<file path="config.mk">
export PLATFORM = sky130hd
export DESIGN_NAME = regfile_wb_arbiter
export DESIGN_NICKNAME = d
export VERILOG_FILES = /design/src/rtl/regfile_wb_arbiter.sv
export SDC_FILE = /design/constraint.sdc
export NUM_CORES = 1
export LEC_CHECK = 0
export CORE_ASPECT_RATIO = 1.2
export CORE_MARGIN = 4
export CORE_UTILIZATION = 35
export DETAILED_ROUTE_END_ITERATION = 10
export MAX_ROUTING_LAYER = met4
export PLACE_DENSITY_LB_ADDON = 0.15
export REMOVE_ABC_BUFFERS = 1
export SLEW_MARGIN = 15
export SYNTH_ARGS = -nofsm -noshare
export SYNTH_HDL_FRONTEND = slang
export SYNTH_SLANG_ARGS = --single-unit
</file>
<file path="constraint.sdc">
create_clock -name clk -period 3.6 [get_ports clk]
set_input_delay 0.72 -clock clk [delete_from_list [all_inputs] [get_ports clk]]
set_output_delay 0.72 -clock clk [all_outputs]
set_load 0.005 [all_outputs]
</file>
<file path="src/rtl/regfile_wb_arbiter.sv">
// Writeback arbiter: ALU and load FIFOs share one registered register-file write port.
// Define WB_RR_ARB_EN for round-robin tie-break; otherwise the load FIFO wins every tie.
module regfile_wb_arbiter #(
    parameter int unsigned DEPTH  = 2,
    parameter int unsigned ADDR_W = 5,
    parameter int unsigned DATA_W = 32
) (
    input  logic              clk,
    input  logic              reset,
    input  logic              alu_valid,
    output logic              alu_ready,
    input  logic [ADDR_W-1:0] alu_reg,
    input  logic [DATA_W-1:0] alu_data,
    input  logic              ld_valid,
    output logic              ld_ready,
    input  logic [ADDR_W-1:0] ld_reg,
    input  logic [DATA_W-1:0] ld_data,
    output logic              regWrite,
    output logic [ADDR_W-1:0] write_reg,
    output logic [DATA_W-1:0] writeData,
    input  logic [ADDR_W-1:0] qry_reg,
    output logic              qry_pending,
    output logic              idle
);
    localparam int unsigned PTR_W = $clog2(DEPTH);
    localparam int unsigned CNT_W = PTR_W + 1;

    logic [ADDR_W-1:0] alu_reg_mem  [DEPTH];
    logic [DATA_W-1:0] alu_data_mem [DEPTH];
    logic [ADDR_W-1:0] ld_reg_mem   [DEPTH];
    logic [DATA_W-1:0] ld_data_mem  [DEPTH];

    logic [PTR_W-1:0]  alu_wr_ptr, alu_rd_ptr, ld_wr_ptr, ld_rd_ptr;
    logic [CNT_W-1:0]  alu_cnt, ld_cnt;
    logic              alu_push, ld_push, alu_pop, ld_pop;
    logic              alu_ne, ld_ne;
    logic [ADDR_W-1:0] head_reg;
    logic [DATA_W-1:0] head_data;

    // Ready comes from the count alone, so a full FIFO never refills in the cycle it drains.
    assign alu_ready = (alu_cnt < CNT_W'(DEPTH));
    assign ld_ready  = (ld_cnt  < CNT_W'(DEPTH));
    assign alu_push  = alu_valid && alu_ready;
    assign ld_push   = ld_valid  && ld_ready;
    assign alu_ne    = (alu_cnt != '0);
    assign ld_ne     = (ld_cnt  != '0);
    assign idle      = !alu_ne && !ld_ne && !regWrite;

`ifdef WB_RR_ARB_EN
    typedef enum logic {PRI_ALU = 1'b0, PRI_LD = 1'b1} pri_e;
    pri_e pri_q, pri_d;

    always_ff @(posedge clk or negedge reset) begin
        if (!reset) pri_q <= PRI_ALU;
        else        pri_q <= pri_d;
    end

    // Round robin: the pointer moves to the other requester after every grant.
    always_comb begin
        pri_d   = pri_q;
        alu_pop = 1'b0;
        ld_pop  = 1'b0;
        if (alu_ne && (!ld_ne || pri_q == PRI_ALU)) begin
            alu_pop = 1'b1;
            pri_d   = PRI_LD;
        end else if (ld_ne) begin
            ld_pop = 1'b1;
            pri_d  = PRI_ALU;
        end
    end
`else
    always_comb begin
        alu_pop = 1'b0;
        ld_pop  = 1'b0;
        if (ld_ne)       ld_pop  = 1'b1;
        else if (alu_ne) alu_pop = 1'b1;
    end
`endif

    always_comb begin
        head_reg  = ld_reg_mem[ld_rd_ptr];
        head_data = ld_data_mem[ld_rd_ptr];
        if (alu_pop) begin
            head_reg  = alu_reg_mem[alu_rd_ptr];
            head_data = alu_data_mem[alu_rd_ptr];
        end
    end

    // Storage arrays carry no reset; occupancy is defined by the counts.
    always_ff @(posedge clk) begin
        if (alu_push) begin
            alu_reg_mem[alu_wr_ptr]  <= alu_reg;
            alu_data_mem[alu_wr_ptr] <= alu_data;
        end
        if (ld_push) begin
            ld_reg_mem[ld_wr_ptr]  <= ld_reg;
            ld_data_mem[ld_wr_ptr] <= ld_data;
        end
    end

    always_ff @(posedge clk or negedge reset) begin
        if (!reset) begin
            alu_wr_ptr <= '0;
            alu_rd_ptr <= '0;
            alu_cnt    <= '0;
            ld_wr_ptr  <= '0;
            ld_rd_ptr  <= '0;
            ld_cnt     <= '0;
        end else begin
            if (alu_push) alu_wr_ptr <= alu_wr_ptr + PTR_W'(1);
            if (alu_pop)  alu_rd_ptr <= alu_rd_ptr + PTR_W'(1);
            if (ld_push)  ld_wr_ptr  <= ld_wr_ptr + PTR_W'(1);
            if (ld_pop)   ld_rd_ptr  <= ld_rd_ptr + PTR_W'(1);
            alu_cnt <= alu_cnt + CNT_W'(alu_push) - CNT_W'(alu_pop);
            ld_cnt  <= ld_cnt + CNT_W'(ld_push) - CNT_W'(ld_pop);
        end
    end

    // Register 0 consumes its grant slot but never asserts the write enable.
    always_ff @(posedge clk or negedge reset) begin
        if (!reset) begin
            regWrite  <= 1'b0;
            write_reg <= '0;
            writeData <= '0;
        end else begin
            regWrite <= 1'b0;
            if ((alu_pop || ld_pop) && head_reg != '0) begin
                regWrite  <= 1'b1;
                write_reg <= head_reg;
                writeData <= head_data;
            end
        end
    end

    // Hazard query: slot i is occupied when its distance from the read pointer is below the count.
    always_comb begin
        logic [PTR_W-1:0] alu_off;
        logic [PTR_W-1:0] ld_off;
        qry_pending = regWrite && (write_reg == qry_reg);
        alu_off     = '0;
        ld_off      = '0;
        for (int unsigned i = 0; i < DEPTH; i++) begin
            alu_off = PTR_W'(i) - alu_rd_ptr;
            ld_off  = PTR_W'(i) - ld_rd_ptr;
            if (({1'b0, alu_off} < alu_cnt) && (alu_reg_mem[i] == qry_reg)) qry_pending = 1'b1;
            if (({1'b0, ld_off} < ld_cnt) && (ld_reg_mem[i] == qry_reg))    qry_pending = 1'b1;
        end
        if (qry_reg == '0) qry_pending = 1'b0;
    end
endmodule
</file>
Word level (Yosys, flattened, before mapping):

Memory sizes are Yosys's and may differ from the RTL's.
Cells that the tools add are included.

* bits in registers: 46
* memories kept: 4
* word-level logic and storage cells: 69
* bits of input ports: 83
* bits in writable memories: 148

Memories
* alu_data_mem: words 2, width 32, read ports 1, clocked after memory_dff 0, write ports 1, RTL line 29 `logic [DATA_W-1:0] alu_data_mem [DEPTH];`
* ld_data_mem: words 2, width 32, read ports 1, clocked after memory_dff 0, write ports 1, RTL line 31 `logic [DATA_W-1:0] ld_data_mem [DEPTH];`
* alu_reg_mem: words 2, width 5, read ports 3, clocked after memory_dff 0, write ports 1, RTL line 28 `logic [ADDR_W-1:0] alu_reg_mem [DEPTH];`
* ld_reg_mem: words 2, width 5, read ports 3, clocked after memory_dff 0, write ports 1, RTL line 30 `logic [ADDR_W-1:0] ld_reg_mem [DEPTH];`

* $lt $le $gt $ge: 6
* reductions and logical operators: 18
* mux-type cells: 15
* eq/ne operators: 5
* add/sub/neg operators: 12

Operators with widths (count)
* $mux 32: 1
* $eq 5x5->1: 5
* $mux 1: 13
* $logic_and 1x1->1: 10
* $lt 1x2->1: 4
* $logic_not 5->1: 1
* $mux 5: 1
* $reduce_bool 5->1: 1
* $add 1x1->1 const B: 4
* $add 2x1->2: 2
* $lt 2x2->1 const B: 2
* $reduce_bool 2->1: 2
* $sub 1x1->1 const A: 4
* $sub 2x1->2: 2
* $logic_not 1->1: 3
* $logic_or 1x1->1: 1

Depth between registers and ports, before layout:

Gate-level depths: netlist of run 1.

* depth after elaboration: 8
* depth in mapped cells: 8
* gate-level depth less buffers: 7

Least setup slack after synthesis of run 1:

No wires, ideal clock.

* path kind: input to register
* start point: input alu_valid
* end point: memory alu_data_mem[0][0], enable pin
* stages on the path: 2
* arrival time: 2.381 ns
* buffers on the path: 0
* path slack: 0.788 ns
* cells stage by stage: nand2_1 > nor2_1

* word-level cells in the longest chain between the ends: 3

RTL lines
* start, declared: RTL line 10 `input logic alu_valid,`
* $logic_and 1x1->1: RTL line 43 `assign alu_push = alu_valid && alu_ready;`
* $mux 1: RTL line 91 `if (alu_push) begin`
* $mux 1 (implied by the code): RTL line 93 `alu_data_mem[alu_wr_ptr] <= alu_data;`
* end, declared: RTL line 29

Every way passes these cells.

Final worst setup path of run 1:

* start point: input qry_reg[4]
* end point: output qry_pending

* word-level cells in the longest chain between the ends: 7

RTL lines
* start, declared: RTL line 21 `input logic [ADDR_W-1:0] qry_reg,`
* $eq 5x5->1 (on tied branches): RTL line 139, 145
* $logic_and 1x1->1 (on tied branches): RTL line 139, 145
* $mux 1: RTL line 145 `if (({1'b0, alu_off} < alu_cnt) && (alu_reg_mem[i] == qry_reg)) qry_pending = 1'b1;`
* $mux 1: RTL line 146 `if (({1'b0, ld_off} < ld_cnt) && (ld_reg_mem[i] == qry_reg)) qry_pending = 1'b1;`
* $mux 1: RTL line 145
* $mux 1: RTL line 146
* $mux 1 *: RTL line 148 `if (qry_reg == '0) qry_pending = 1'b0;`
* end, declared: RTL line 22 `output logic qry_pending,`

Every way passes the cells marked *; elsewhere a longest branch is shown, timed or not.

==> flow_summary.yaml, run 1 <==
worst_setup_path:
  path_class: "in2out"
  cp.required_ns: 2.88
  worstPathArrival_ns: 2.71
  startpoint_type: "input port"
  end_kind: "primary output"
  worstPathMaxFanout: 6
cells_and_area:
  insertedDiodeCount: 0
  drive_above_1_share_pct: 8.72
  largestRegisters: "alu_data_mem: 64 flops, ld_data_mem: 64 flops, writeData: 32 flops"
  fin_nets: 692
  syn_to_final_growth_pct: 27.9
synthesis:
  synth_commonest_cells: "148 x edfxtp_1, 46 x dfrtp_1, 40 x mux2i_1"
  yosys_warnings: 0
  synthFlopType: "edfxtp_1"
  async_flop_share_pct: 23.7
  yosysTopAreaCellShare_pct: 57.1
  synth_top_area_cell: "edfxtp_1"
  syn_inst: 484
  synth.area.top_cells: "edfxtp_1 57%, dfrtp_1 15%, mux2i_1 5.1%, mux2_1 4.9%, a211oi_1 3.2%"
  avgSynthCellArea_um2: 16.1
  ys_types: 36
  synth.most_common_cell: "edfxtp_1"
  seq_area_frac_synth_pct: 71.9
  ys_seq_elements: 194
  synth_edf_count: 148
  syn_area_um2: 7780
floorplanning:
  core_area_um2: 21800
  dieArea_um2: 24700
  die_y_um: 171
  die_x_um: 144
  num_rows: 59
  io_pins: 125
  initial_core_util_pct: 35.7
clocking:
  h-tree-depth: 4
  cts.clk_slew.worst_paths_ns: 0.07
  clock-root-buffer: "clkbuf_16"
  cts.sinks: 194
  clock_latency_ns: 0.43
  tritoncts: "built"
  cts_buffer_depth: 2
  cts_setup_buffers: 0
  cts-buffers-inserted: 17
place:
  portBuffers: 124
  place_congestion: 0.860
  dp_hpwl_um: 11200
sta:
  min_period_ns: 3.43
  fmax_mhz: 292
  worst_pin_slew_ns: 0.829
  period_share_pct: 95.2
  finalClockSkew_ns: 0.00844
  rsz0062_at_grt: "false"
  setup_viol: 0
  slew_headroom_pct: 44.7
  hold_viol_final: 0
  holdWs_ns: 0.317
  report.final.slew_viol_count: 0
  tns_ns: 0
run:
  max_cap_violations: 0
hold_path:
  hold_path.class: "in2async"
grt:
  grt_pass1_wl_um: 26400
  grt_usage_pct: 14.8
  antenna_found_initial: 0
  grt_max_degree: 73
  gr-total-overflow: 0
  grt_pass1_vias: 4734
detailed_routing:
  drt-initial-drc-count: 201
  dr.pass1.iters: 4
  wirelength_um: 17300
  vias: 4383
  routedWlPerCell_um: 19.4
  drc: 0
  drt-vias-per-instance: 4.91
  postRouteAntennaNets: 0
power:
  design_power_total_w: 0.00762
  p_leak_nw: 3.48
  peakVddDrop_v: 0.000348
  power_density_nw_per_um2: 767
run_status:
  status: "complete, no violations"
## per-layer routing
| metal | vias to the layer above | GRT usage (%) | share of wire (%) |
|---|---|---|---|
| li1 | 2075 | - | - |
| met1 | 2195 | 17.7 | 43 |
| met2 | 93 | 25.2 | 52 |
| met3 | 20 | 2.86 | 2.9 |
| met4 | 0 | 4.71 | 1.8 |
| met5 | - | - | 0 |
## through the flow
stage                     std cells  instance area, um2  utilization, %  setup slack, ns
after floorplan                 454                7630               -           0.0463
after global placement          862                9330            42.9            0.299
after detailed placement        862                9330            42.9            0.207
after CTS                       893                9940            45.6            0.186
after global routing            893                9950            45.7          0.00576
final                           893                9950            45.7            0.173
## worst paths after layout
| kind | cells past startpoint | from | slack, ns | to |
|---|---|---|---|---|
| setup / recovery | 7 | qry_reg[4] | 0.17 | qry_pending |
| hold / removal | 1 | reset | 0.32 | writeData[8] |
| setup reg to reg | 5 | alu_rd_ptr | 1.00 | writeData[5] |
| hold reg to reg | 1 | writeData[31] | 0.49 | writeData[31] |
| max in group asynchronous | 2 | reset | 2.46 | writeData[26] |
| min in group clk | 1 | writeData[31] | 0.49 | writeData[31] |
## kinds of logic (layout without fill, tap and decap cells)
logic type,after synthesis,count (layout),share of synthesized area [%]
flip-flops,194,194,71.9
AND/OR/NAND/NOR,60,60,4.65
buffers and inverters,35,170,2.08
AO/OA/AOI/OAI,84,84,6.87
multiplexers,78,78,10.6
XOR/XNOR,31,31,3.49
adder cells (fa/ha/maj),2,2,0.322
## cells in the final DEF (no fill, tap or decap), types with 2 or more instances in the layout
| cell type | instances |
|---|---|
| xnor2_1 | 20 |
| mux2_2 | 4 |
| xor2_1 | 11 |
| mux2i_1 | 40 |
| clkinv_4 | 2 |
| inv_6 | 3 |
| bufinv_16 | 3 |
| a21oi_1 | 38 |
| o21ai_0 | 5 |
| dfrtp_2 | 2 |
| a211oi_1 | 33 |
| nor2_4 | 2 |
| clkdlybuf4s50_1 | 123 |
| o22ai_1 | 2 |
| mux2_1 | 34 |
| inv_1 | 5 |
| inv_8 | 2 |
| nor4_1 | 2 |
| and3_2 | 2 |
| dfrtp_1 | 44 |
| buf_4 | 8 |
| nor3_1 | 4 |
| clkinvlp_4 | 2 |
| nand4_1 | 2 |
| ha_1 | 2 |
| nor2_1 | 4 |
| nor2b_1 | 35 |
| clkbuf_16 | 17 |
| edfxtp_1 | 148 |
| nand2_1 | 3 |
| buf_12 | 2 |
## worst max-delay path, cell delays in order
cell	delay (ns)
clkdlybuf4s50_1	0.67
xnor2_1	0.18
o2111ai_1	0.14
nor3_1	0.24
a311oi_1	0.08
a21oi_1	0.16
clkdlybuf4s50_1	0.51
## timing repair
item                       CTS  global route
hold buffers                 0             0
setup endpoints to repair    0             1
resized for setup            0             1
## power by group
group / internal [W] / switching (W)
logic: 0.00117 / 0.00110
registers: 0.00305 / 0.000357
clock network: 0.00111 / 0.000838
## layout make-up
type	count	area (um2)
clock buffers	18	429
clock inverters	13	176
fillers	1935	11800
inverters	5	18.8
multi-input cells	255	2040
flip-flops and latches	194	5600
well taps	274	343
repair buffers	134	1340
No activity file was read; power rests on OpenSTA's default activity.
==> run 2: changes to the inputs <==
- ABC_AREA: default -> 1
==> run 2 against run 1 <==
Compared with the run above:
- routed wire length grew 17%
- non-clock buffer count grew 3
- die area grew 2.8%
- sequential share of layout area shrank 1.4 points
- final cell count grew 31%
- via count grew 26%
- critical path depth grew 1
- highest routed layer unchanged
==> flow_summary.yaml, run 2 <==
detailed_routing:
  drt-initial-drc-count: 311
  vias: 5529
  drc: 0
  dr.pass1.iters: 4
  postRouteAntennaNets: 0
  drt-vias-per-instance: 4.74
  wirelength_um: 20200
  routedWlPerCell_um: 17.4
cells_and_area:
  largestRegisters: "alu_data_mem: 64 flops, ld_data_mem: 64 flops, writeData: 32 flops"
  fin_nets: 956
  final_common_cell: "nand2_1"
  fill_cells: 2078
  drive_above_1_share_pct: 6.90
  post-route-cell-area_um2: 10200
  syn_to_final_growth_pct: 27.3
  layout_common_cells: "306 x nand2_1, 148 x edfxtp_1, 123 x clkdlybuf4s50_1, 53 x nor2_1, 46 x nand3_1"
synthesis:
  yosys_warnings: 0
  seq_area_frac_synth_pct: 69.9
  ys_seq_elements: 194
  yosysTopAreaCellShare_pct: 55.5
  synth_top_area_cell: "edfxtp_1"
  async_flop_share_pct: 23.7
  synth.area.top_cells: "edfxtp_1 55%, dfrtp_1 14%, nand2_1 14%, nand3_1 2.9%, nor2_1 2.7%"
  avgSynthCellArea_um2: 10.7
  ys_types: 26
  syn_area_um2: 8010
  syn_inst: 749
  synth.most_common_cell: "nand2_1"
  synth_commonest_cells: "306 x nand2_1, 148 x edfxtp_1, 57 x nor2_1"
  synth_edf_count: 148
  synthFlopType: "edfxtp_1"
sta:
  report.final.slew_viol_count: 0
  tns_ns: 0
  fmax_mhz: 306
  worst_pin_slew_ns: 0.896
  min_period_ns: 3.27
  finalClockSkew_ns: 0.00954
  rsz0062_at_grt: "false"
  hold_viol_final: 0
  holdWs_ns: 0.345
  period_share_pct: 90.7
  slew_headroom_pct: 40.1
  setup_viol: 0
clocking:
  cts_buffer_depth: 2
  h-tree-depth: 4
  cts.sinks: 194
  tritoncts: "built"
  cts.clk_slew.worst_paths_ns: 0.07
  cts_resized: 0
  hold_buffers: 0
  clock_latency_ns: 0.42
  clock-root-buffer: "clkbuf_16"
  cts_setup_buffers: 0
  cts-buffers-inserted: 17
grt:
  grt_pass1_vias: 5595
  antenna_found_initial: 3
  grt_max_degree: 42
  grt_usage_pct: 16.7
  gr-total-overflow: 0
  grt_pass1_wl_um: 31600
floorplanning:
  die_x_um: 146
  io_pins: 125
  dieArea_um2: 25400
  core_area_um2: 22400
  num_rows: 60
  initial_core_util_pct: 35.7
  die_y_um: 174
place:
  place_area_um2: 9600
  portBuffers: 124
  dp_hpwl_um: 12800
  place_congestion: 0.793
power:
  combPwrFrac_pct: 33.5
  peakVddDrop_v: 0.000315
  pwr-share-clk_pct: 24.0
  p_int_w: 0.00522
  power_density_nw_per_um2: 774
  p_leak_nw: 4.16
  netSwitchingFraction_pct: 33.8
  p_sw_w: 0.00267
  pwr-share-seq_pct: 42.5
hold_path:
  hold_path.class: "in2async"
worst_setup_path:
  worstPathArrival_ns: 2.55
  cp.required_ns: 2.88
  path_class: "reg2out"
  end_kind: "primary output"
  r2r_start: "alu_rd_ptr"
  rrSetupSlack_ns: 0.74
  r2r-end: "writeData[23]"
  startpoint_type: "register"
  worstPathMaxFanout: 23
  reg2regPathDepth: 11
run_status:
  status: "complete, no violations"
run:
  max_cap_violations: 0
[run 2: cell types whose count changed in the layout (fill, tap and decap cells not counted), sizes merged, moves of 19 or more]
cell / previous run / this run
nor2: 6 / 58
inv: 10 / 40
nand2: 3 / 310
a211oi: 33 / 0
mux2i: 40 / 0
a31oi: 1 / 32
nand3: 0 / 46
xnor2: 20 / 1
mux2: 38 / 0
a21oi: 39 / 9
nor2b: 35 / 0
[run 2: layout make-up]
type | count | area (um2) | area share [%]
Sequential cell | 194 | 5600 | 54.9
Multi-Input combinational cell | 484 | 2130 | 20.9
Timing Repair Buffer | 137 | 1380 | 13.6
Clock buffer | 21 | 460 | 4.52
Tap cell | 279 | 349 | 3.42
Inverter | 37 | 139 | 1.36
Clock inverter | 11 | 129 | 1.26
Antenna cell | 3 | 7.51 | 0.0736
[run 2: power by group through the flow]
stage / sequential, W / clock [W] / combinational (W)
after floorplan: 0.00341 / 0 / 0.00134
after global placement: 0.00341 / 0 / 0.00268
after detailed placement: 0.00341 / 0 / 0.00270
after CTS: 0.00336 / 0.00194 / 0.00271
after global routing: 0.00342 / 0.00202 / 0.00297
final: 0.00335 / 0.00190 / 0.00264
[run 2: metal layers]
metal / global-route usage (%) / share of wire (%) / up-vias
met4: 3.96 / 1.2 / 0
li1: - / - / 2737
met3: 3.50 / 4.2 / 14
met5: - / 0 / -
met2: 28.6 / 51 / 109
met1: 20.5 / 44 / 2669
[run 2: worst max path at each step]
stage,end,from,slack [ns],cells after the start
floorplan,alu_data_mem[0][0],alu_valid,0.77,2
global placement,qry_pending,qry_reg[1],0.35,9
detailed placement,qry_pending,qry_reg[1],0.32,9
CTS,qry_pending,alu_rd_ptr,0.28,8
global route,qry_pending,qry_reg[1],0.11,9
finish,qry_pending,alu_rd_ptr,0.33,8
[run 2: critical path, cell delays in order, from the launching register on]
cell and delay (ns):
dfrtp_2 0.62, buf_4 0.42, a21oi_1 0.14, a21oi_1 0.14, nand3_1 0.09, nand2_1 0.08, nor2_1 0.05, nor2_1 0.07
clkdlybuf4s50_1 0.50
[run 2: metrics by stage]
step	util [%]	worst slack (ns)	total power (W)	cells
final	45.4	0.334	0.00789	1166
after global routing	45.4	0.106	0.00842	1166
after CTS	45.4	0.285	0.00801	1163
after detailed placement	42.8	0.321	0.00611	1131
after global placement	42.8	0.353	0.00609	1131
after floorplan	-	0.774	0.00474	715
[run 2: logic make-up (layout without fill, tap and decap cells)]
kind of cell               Yosys count  after routing  synth area share, %
xor gates and xnor gates            12             12                 1.31
DFF                                194            194                 69.9
and+or+nand+nor                    420            420                 20.8
buffers and inverters               71            206                 4.00
adders and majority gates            2              2                0.312
other                                0              3                    0
AOI/OAI and AO/OA                   50             50                 3.73
==> run 3: changes to the inputs <==
- GPL_ROUTABILITY_DRIVEN: default -> 1
- SKIP_CTS_REPAIR_TIMING: default -> 1
==> results of run 3 <==
Same layout as run 2: the final DEF is identical, and so are final timing and power.
